[src/rtl/shk_iic_cfg_seq_if.sv]
// Shake transaction bus between the config sequencer (master) and the serial engine (slave).
interface shk_iic_cfg_seq_if #(
    parameter int unsigned WD_SHK_DATA = 8,
    parameter int unsigned WD_SHK_ADDR = 16
);
    logic                   m_shk_0_valid;
    logic                   m_shk_0_msync;
    logic [WD_SHK_DATA-1:0] m_shk_0_mdata;
    logic [WD_SHK_DATA-1:0] m_shk_0_mdat1;
    logic [WD_SHK_ADDR-1:0] m_shk_0_maddr;
    logic                   m_shk_0_ready;
    logic                   m_shk_0_ssync;
    logic [WD_SHK_DATA-1:0] m_shk_0_sdata;

    modport master (
        output m_shk_0_valid, m_shk_0_msync, m_shk_0_mdata, m_shk_0_mdat1, m_shk_0_maddr,
        input  m_shk_0_ready, m_shk_0_ssync, m_shk_0_sdata
    );

    modport slave (
        input  m_shk_0_valid, m_shk_0_msync, m_shk_0_mdata, m_shk_0_mdat1, m_shk_0_maddr,
        output m_shk_0_ready, m_shk_0_ssync, m_shk_0_sdata
    );
endinterface

[src/rtl/shk_iic_cfg_seq.sv]
// Walks a {dev, reg, data} table and issues one 3-byte shake write per entry, with
// table-driven delays, an inter-transaction gap and a ready timeout.
module shk_iic_cfg_seq #(
    parameter int unsigned NB_CFG_NUM  = 16,
    parameter int unsigned WD_CFG_IDX  = 8,
    parameter int unsigned WD_SHK_DATA = 8,
    parameter int unsigned WD_SHK_ADDR = 16,
    parameter int unsigned NB_DLY_UNIT = 100_000,
    parameter int unsigned NB_TMO_CNT  = 2_000_000,
    parameter int unsigned NB_GAP_CNT  = 1_000
) (
    input  logic                     i_sys_clk,
    input  logic                     i_sys_resetn,
    input  logic                     i_cfg_start,
    output logic                     o_cfg_busy,
    output logic                     o_cfg_done,
    output logic                     o_cfg_err,
    output logic [WD_CFG_IDX-1:0]    o_cfg_idx,
    output logic [WD_CFG_IDX-1:0]    m_tab_addr,
    input  logic [3*WD_SHK_DATA-1:0] m_tab_data,
    shk_iic_cfg_seq_if.master        m_shk
);

    // One shared counter serves WAIT (timeout), GAP and the per-unit count of DELAY.
    localparam int unsigned CntMax0 = (NB_TMO_CNT > NB_GAP_CNT) ? NB_TMO_CNT : NB_GAP_CNT;
    localparam int unsigned CntMax  = (CntMax0 > NB_DLY_UNIT) ? CntMax0 : NB_DLY_UNIT;
    localparam int unsigned CntW    = $clog2(CntMax + 1);

    typedef enum logic [3:0] {
        StIdle, StFetch, StLoad, StDecode, StReq, StByte,
        StWait, StGap, StDelay, StNext, StDone, StErr
    } state_e;

    state_e                 state_q, state_d;
    logic [WD_CFG_IDX-1:0]  idx_q, idx_d;
    logic [WD_SHK_DATA-1:0] dev_q, dev_d;
    logic [WD_SHK_DATA-1:0] reg_q, reg_d;
    logic [WD_SHK_DATA-1:0] dat_q, dat_d;
    logic [CntW-1:0]        cnt_q, cnt_d;
    logic [1:0]             byte_q, byte_d;
    // Delay units already elapsed; never exceeds dat_q - 1.
    logic [WD_SHK_DATA-1:0] dly_q, dly_d;

    // Read data is not used by a write-only sequencer.
    logic unused_sdata;
    assign unused_sdata = ^{m_shk.m_shk_0_ssync, m_shk.m_shk_0_sdata};

    // State and datapath registers.
    always_ff @(posedge i_sys_clk or negedge i_sys_resetn) begin
        if (!i_sys_resetn) begin
            state_q <= StIdle;
            idx_q   <= '0;
            dev_q   <= '0;
            reg_q   <= '0;
            dat_q   <= '0;
            cnt_q   <= '0;
            byte_q  <= '0;
            dly_q   <= '0;
        end else begin
            state_q <= state_d;
            idx_q   <= idx_d;
            dev_q   <= dev_d;
            reg_q   <= reg_d;
            dat_q   <= dat_d;
            cnt_q   <= cnt_d;
            byte_q  <= byte_d;
            dly_q   <= dly_d;
        end
    end

    // Next-state and counter updates.
    always_comb begin
        state_d = state_q;
        idx_d   = idx_q;
        dev_d   = dev_q;
        reg_d   = reg_q;
        dat_d   = dat_q;
        cnt_d   = cnt_q;
        byte_d  = byte_q;
        dly_d   = dly_q;
        case (state_q)
            StIdle, StDone, StErr: begin
                if (i_cfg_start) begin
                    state_d = StFetch;
                    idx_d   = '0;
                    cnt_d   = '0;
                    byte_d  = '0;
                    dly_d   = '0;
                end
            end
            StFetch: state_d = StLoad;
            StLoad: begin
                {dev_d, reg_d, dat_d} = m_tab_data;
                state_d = StDecode;
            end
            StDecode: begin
                cnt_d  = '0;
                byte_d = '0;
                dly_d  = '0;
                if (dev_q == '1) begin
                    // A zero-length delay skips DELAY entirely.
                    state_d = (dat_q == '0) ? StNext : StDelay;
                end else begin
                    state_d = StReq;
                end
            end
            StReq: state_d = StByte;
            StByte: begin
                if (byte_q == 2'd2) begin
                    byte_d  = '0;
                    cnt_d   = '0;
                    state_d = StWait;
                end else begin
                    byte_d = byte_q + 2'd1;
                end
            end
            StWait: begin
                if (m_shk.m_shk_0_ready) begin
                    cnt_d   = '0;
                    state_d = StGap;
                end else if (cnt_q == CntW'(NB_TMO_CNT - 1)) begin
                    cnt_d   = '0;
                    state_d = StErr;
                end else begin
                    cnt_d = cnt_q + CntW'(1);
                end
            end
            StGap: begin
                if (cnt_q == CntW'(NB_GAP_CNT - 1)) begin
                    cnt_d   = '0;
                    state_d = StNext;
                end else begin
                    cnt_d = cnt_q + CntW'(1);
                end
            end
            StDelay: begin
                if (cnt_q == CntW'(NB_DLY_UNIT - 1)) begin
                    cnt_d = '0;
                    if (dly_q == dat_q - WD_SHK_DATA'(1)) begin
                        dly_d   = '0;
                        state_d = StNext;
                    end else begin
                        dly_d = dly_q + WD_SHK_DATA'(1);
                    end
                end else begin
                    cnt_d = cnt_q + CntW'(1);
                end
            end
            StNext: begin
                if (idx_q == WD_CFG_IDX'(NB_CFG_NUM - 1)) begin
                    state_d = StDone;
                end else begin
                    idx_d   = idx_q + WD_CFG_IDX'(1);
                    state_d = StFetch;
                end
            end
            default: state_d = StIdle;
        endcase
    end

    // Outputs decoded from the current state.
    always_comb begin
        o_cfg_busy          = 1'b0;
        o_cfg_done          = 1'b0;
        o_cfg_err           = 1'b0;
        o_cfg_idx           = idx_q;
        m_tab_addr          = idx_q;
        m_shk.m_shk_0_valid = 1'b0;
        m_shk.m_shk_0_msync = 1'b0;
        m_shk.m_shk_0_mdata = '0;
        m_shk.m_shk_0_mdat1 = '0;
        m_shk.m_shk_0_maddr = '0;
        case (state_q)
            StIdle: ;
            StDone: o_cfg_done = 1'b1;
            StErr:  o_cfg_err  = 1'b1;
            StReq: begin
                o_cfg_busy          = 1'b1;
                m_shk.m_shk_0_valid = 1'b1;
                m_shk.m_shk_0_maddr = WD_SHK_ADDR'(idx_q);
            end
            StByte: begin
                o_cfg_busy          = 1'b1;
                m_shk.m_shk_0_msync = 1'b1;
                case (byte_q)
                    2'd0:    m_shk.m_shk_0_mdata = dev_q;
                    2'd1:    m_shk.m_shk_0_mdata = reg_q;
                    default: m_shk.m_shk_0_mdata = dat_q;
                endcase
            end
            default: o_cfg_busy = 1'b1;
        endcase
    end

endmodule
[src/flat_wrapper.sv]
// flat-port wrapper written by rule: the top's interface ports become plain ports
module shk_iic_cfg_seq_flat 
#(
    parameter int unsigned NB_CFG_NUM  = 16,
    parameter int unsigned WD_CFG_IDX  = 8,
    parameter int unsigned WD_SHK_DATA = 8,
    parameter int unsigned WD_SHK_ADDR = 16,
    parameter int unsigned NB_DLY_UNIT = 100_000,
    parameter int unsigned NB_TMO_CNT  = 2_000_000,
    parameter int unsigned NB_GAP_CNT  = 1_000
)
  (i_sys_clk, i_sys_resetn, i_cfg_start, o_cfg_busy, o_cfg_done, o_cfg_err, o_cfg_idx, m_tab_addr, m_tab_data, m_shk_m_shk_0_valid, m_shk_m_shk_0_msync, m_shk_m_shk_0_mdata, m_shk_m_shk_0_mdat1, m_shk_m_shk_0_maddr, m_shk_m_shk_0_ready, m_shk_m_shk_0_ssync, m_shk_m_shk_0_sdata);
  shk_iic_cfg_seq_if #(.WD_SHK_DATA(WD_SHK_DATA), .WD_SHK_ADDR(WD_SHK_ADDR)) m_shk_i ();
  input  logic i_sys_clk;
  input  logic i_sys_resetn;
  input  logic i_cfg_start;
  output logic o_cfg_busy;
  output logic o_cfg_done;
  output logic o_cfg_err;
  output logic [WD_CFG_IDX-1:0] o_cfg_idx;
  output logic [WD_CFG_IDX-1:0] m_tab_addr;
  input  logic [3*WD_SHK_DATA-1:0] m_tab_data;
  output wire logic [$bits(m_shk_i.m_shk_0_valid)-1:0] m_shk_m_shk_0_valid;
  output wire logic [$bits(m_shk_i.m_shk_0_msync)-1:0] m_shk_m_shk_0_msync;
  output wire logic [$bits(m_shk_i.m_shk_0_mdata)-1:0] m_shk_m_shk_0_mdata;
  output wire logic [$bits(m_shk_i.m_shk_0_mdat1)-1:0] m_shk_m_shk_0_mdat1;
  output wire logic [$bits(m_shk_i.m_shk_0_maddr)-1:0] m_shk_m_shk_0_maddr;
  input wire logic [$bits(m_shk_i.m_shk_0_ready)-1:0] m_shk_m_shk_0_ready;
  input wire logic [$bits(m_shk_i.m_shk_0_ssync)-1:0] m_shk_m_shk_0_ssync;
  input wire logic [$bits(m_shk_i.m_shk_0_sdata)-1:0] m_shk_m_shk_0_sdata;
  assign m_shk_m_shk_0_valid = m_shk_i.m_shk_0_valid;
  assign m_shk_m_shk_0_msync = m_shk_i.m_shk_0_msync;
  assign m_shk_m_shk_0_mdata = m_shk_i.m_shk_0_mdata;
  assign m_shk_m_shk_0_mdat1 = m_shk_i.m_shk_0_mdat1;
  assign m_shk_m_shk_0_maddr = m_shk_i.m_shk_0_maddr;
  assign m_shk_i.m_shk_0_ready = m_shk_m_shk_0_ready;
  assign m_shk_i.m_shk_0_ssync = m_shk_m_shk_0_ssync;
  assign m_shk_i.m_shk_0_sdata = m_shk_m_shk_0_sdata;
  shk_iic_cfg_seq #(.NB_CFG_NUM(NB_CFG_NUM), .WD_CFG_IDX(WD_CFG_IDX), .WD_SHK_DATA(WD_SHK_DATA), .WD_SHK_ADDR(WD_SHK_ADDR), .NB_DLY_UNIT(NB_DLY_UNIT), .NB_TMO_CNT(NB_TMO_CNT), .NB_GAP_CNT(NB_GAP_CNT)) u_core (.i_sys_clk(i_sys_clk), .i_sys_resetn(i_sys_resetn), .i_cfg_start(i_cfg_start), .o_cfg_busy(o_cfg_busy), .o_cfg_done(o_cfg_done), .o_cfg_err(o_cfg_err), .o_cfg_idx(o_cfg_idx), .m_tab_addr(m_tab_addr), .m_tab_data(m_tab_data), .m_shk(m_shk_i));
endmodule
[config.mk]
export PLATFORM = sky130hd
export DESIGN_NAME = shk_iic_cfg_seq_flat
export DESIGN_NICKNAME = d
export VERILOG_FILES = /design/src/rtl/shk_iic_cfg_seq_if.sv /design/src/rtl/shk_iic_cfg_seq.sv /design/src/flat_wrapper.sv
export SDC_FILE = /design/constraint.sdc
export NUM_CORES = 1
export LEC_CHECK = 0
export BUFFER_PORTS_ARGS = -buffer_cell sky130_fd_sc_hd__buf_2
export CAP_MARGIN = 20
export CORE_MARGIN = 2
export CORE_UTILIZATION = 47
export CTS_BUF_LIST = sky130_fd_sc_hd__clkbuf_4 sky130_fd_sc_hd__clkbuf_8 sky130_fd_sc_hd__clkbuf_16
export DETAILED_ROUTE_END_ITERATION = 16
export GPL_TIMING_DRIVEN = 0
export HOLD_SLACK_MARGIN = 0.1
export PLACE_DENSITY = 0.7
export REMOVE_ABC_BUFFERS = 1
export SYNTH_ARGS = -nofsm -noshare
export SYNTH_HDL_FRONTEND = slang
export SYNTH_SLANG_ARGS = --single-unit
[constraint.sdc]
create_clock -name i_sys_clk -period 7.7 [get_ports i_sys_clk]
set_input_delay 0.385 -clock i_sys_clk [delete_from_list [all_inputs] [get_ports i_sys_clk]]
set_output_delay 0.385 -clock i_sys_clk [all_outputs]
set_load 0.02 [all_outputs]
==> results.yml <==
outcome:
  status: "complete, no violations"
pwr:
  vdd_drop_max_v: 0.0001742
  power_leakage_nw: 2.197
  power.density_nw_per_um2: 329.8
logic_synthesis:
  postSynthCellCount: 458
  syn_avg_cell_area_um2: 9.286
  ys.flop_type: "dfrtp_1"
  synth.distinct_cells: 63
  async_reset_ff_share_pct: 100.0
  yosysWarnings: 0
  netlist_area_um2: 4253
  synth_edf_count: 0
  ys_ff_latch: 67
  ys_seq_area_share_pct: 39.42
routing:
  viasPerCell: 5.692
  drt_iter0_markers: 163
  wl_per_cell_um: 15.12
  first_pass_iters: 4
  drcViolationCount: 0
  antenna_left: 0
  vias: 3495
  drt-total-wl_um: 9284
clock_network:
  clock-sinks: 67
  clkTransAtPathRegs_ns: 0.08
  cts_tree: "yes"
  cts.path.max_buffers: 2
  cts_setup_buffers: 0
  cts_resized: 0
  holdBufCountCts: 0
  clk-insertion-delay-late_ns: 0.35
  cts_made_buffers: 9
  cts_max_level: 3
  cts_root_buf: "clkbuf_8"
global_route:
  grt_max_degree: 68
  grt.overflow.total: 0
  grt_antenna_before_repair: 0
  grt_pass1_vias: 3428
  grt_pass1_wl_um: 16310
  grt_use_total_pct: 20.09
cells_and_area:
  fin_area_um2: 4733
  synthToLayoutAreaGrowth_pct: 11.30
  layout_common_cells: "67 x dfrtp_1, 63 x buf_2, 44 x nor2_1, 24 x mux2_2, 23 x nand2_1"
  nets: 543
  fill_cells: 800
  final_common_cell: "dfrtp_1"
  diodes: 0
  drive_gt1_share_pct: 24.51
worst_setup_path:
  slowest_stage: "dfrtp_1"
  endpoint_kind: "register"
  slowest_delay_ns: 0.70
  worstSetupStartpointType: "register"
  crit_chain: "nand2b_1, or3_1, a31o_2, and3_1, nand2_1, mux2_2"
  worstPathMaxFanout: 20
  path_class: "reg -> reg"
  arrival_ns: 3.17
  path_delay_family: "simple AND/OR/NAND/NOR gates"
  worst_ep_required_time_ns: 7.94
  cp_num_buf_inv: 0
timing:
  fin_skew_ns: 0.008278
  fmax_mhz: 340.4
  setup-tns-final_ns: 0
  period_share_pct: 38.16
  final-hold-violation-count: 0
  holdWs_ns: 0.1240
  slew_violations: 0
  tightest_slew_ns: 0.9452
  rsz0062_at_grt: "no"
  relSlewSlack_pct: 36.61
  fin_crit_ns: 2.938
  setup_viol: 0
placed_design:
  port_buffers: 64
  dp_hpwl_um: 6697
  placed_area_um2: 4508
  gp_congestion: 0.8109
run:
  cap_violations: 0
floorplanning:
  core.rowCount: 34
  start_util_pct: 48.53
  die_y_um: 99.13
  ios: 90
  die_area_um2: 9826
  core_um2: 8763
  fp.dieW_um: 99.13
hold_path:
  hp-class: "in -> async"
[area by class of cell]
class	count	area, µm²	area share, %
clock buffers	9	123.9	2.617
repair buffers	66	341.6	7.217
flip-flops and latches	67	1677	35.42
inverters	13	48.80	1.031
well taps	108	135.1	2.855
clock inverters	7	101.3	2.141
multi-input cells	344	2306	48.72
[final timing paths]
path / from / to / slack, ns / cells past startpoint
worst max-delay path: u_core.state_q[2]$_DFFE_PN0P_ / u_core.state_q[2]$_DFFE_PN0P_ / 4.76 / 6
worst min-delay path: i_sys_resetn / u_core.dly_q[2]$_DFFE_PN0P_ / 0.12 / 1
worst max register to register: u_core.state_q[2]$_DFFE_PN0P_ / u_core.state_q[2]$_DFFE_PN0P_ / 4.76 / 6
worst min register to register: u_core.reg_q[0]$_DFFE_PN0P_ / u_core.reg_q[0]$_DFFE_PN0P_ / 0.51 / 1
max in group asynchronous: i_sys_resetn / u_core.dev_q[7]$_DFFE_PN0P_ / 7.01 / 1
min in group i_sys_clk: m_tab_data[0] / u_core.dat_q[0]$_DFFE_PN0P_ / 0.23 / 3
[worst register-to-register path, cell delays in order, from the launching register on]
cell and delay [ns]:
dfrtp_1 0.70, nand2b_1 0.26, or3_1 0.44, a31o_2 0.25
and3_1 0.63, nand2_1 0.23, mux2_2 0.32
[metrics by stage]
step / cells / util (%) / power, mW / setup slack, ns
floorplan: 424 / - / 1.054 / 4.727
detailed placement: 598 / 51.44 / 1.240 / 4.760
global route: 614 / 54.01 / 1.683 / 4.497
CTS: 614 / 54.01 / 1.574 / 4.752
global placement: 596 / 51.14 / 1.211 / 3.865
finish: 614 / 54.01 / 1.561 / 4.762
[where the power goes]
group / internal, mW / switching, mW
sequential: 0.441 / 0.147
clock: 0.184 / 0.148
combinational: 0.290 / 0.351
[flip-flops by register name, indices dropped and copies added (netlist names)]
name and flops:
u_core.cnt_q 21, u_core.dat_q 8, u_core.dev_q 8, u_core.dly_q 8, u_core.m_tab_addr 8, u_core.reg_q 8
u_core.state_q 4, u_core.byte_q 2
[cell usage after synthesis, drive strengths merged, types with 4 or more instances]
library cell,count,area [µm²]
a21oi,13,65.06
nand2b,7,43.79
nor2,45,171.4
ha,5,62.56
nand4,16,100.1
a21boi,4,30.03
nor4,8,65.06
a32o,4,40.04
xnor2,4,35.03
nor2b,9,56.30
nand2,23,86.33
nor3b,4,30.03
buf,27,200.2
or4,4,33.78
xor2,18,157.7
dfrtp,67,1677
inv,13,48.80
mux2,25,285.3
o31ai,7,52.55
clkbuf,22,82.58
nor3,11,55.05
o21ai,17,85.08
a211oi,5,37.54
mux2i,8,80.08
a21o,7,52.55
and2,10,62.56
or3,10,62.56
and3,13,81.33
nand3,12,60.06
[logic make-up (layout without fill, tap and decap cells)]
family / after synthesis / in the layout / synth area share (%)
AO/OA/AOI/OAI: 85 / 85 / 14.62
flip-flops: 67 / 67 / 39.42
XOR/XNOR: 22 / 22 / 4.531
buffers and inverters: 62 / 95 / 7.796
adder cells (fa/ha/maj): 5 / 5 / 1.471
AND/OR/NAND/NOR: 183 / 183 / 23.48
other: 1 / 16 / 0.08818
multiplexers: 33 / 33 / 8.591
[per-layer routing]
layer	share of wire (%)	global-route usage [%]	vias to the layer above	wire, µm
li1	-	-	1711	-
met3	5.0	4.427	10	464
met5	0	0	-	0
met1	46	27.83	1697	4231
met4	0.86	4.215	0	80
met2	49	32.69	77	4507
Power figures use the tool's default switching activity.
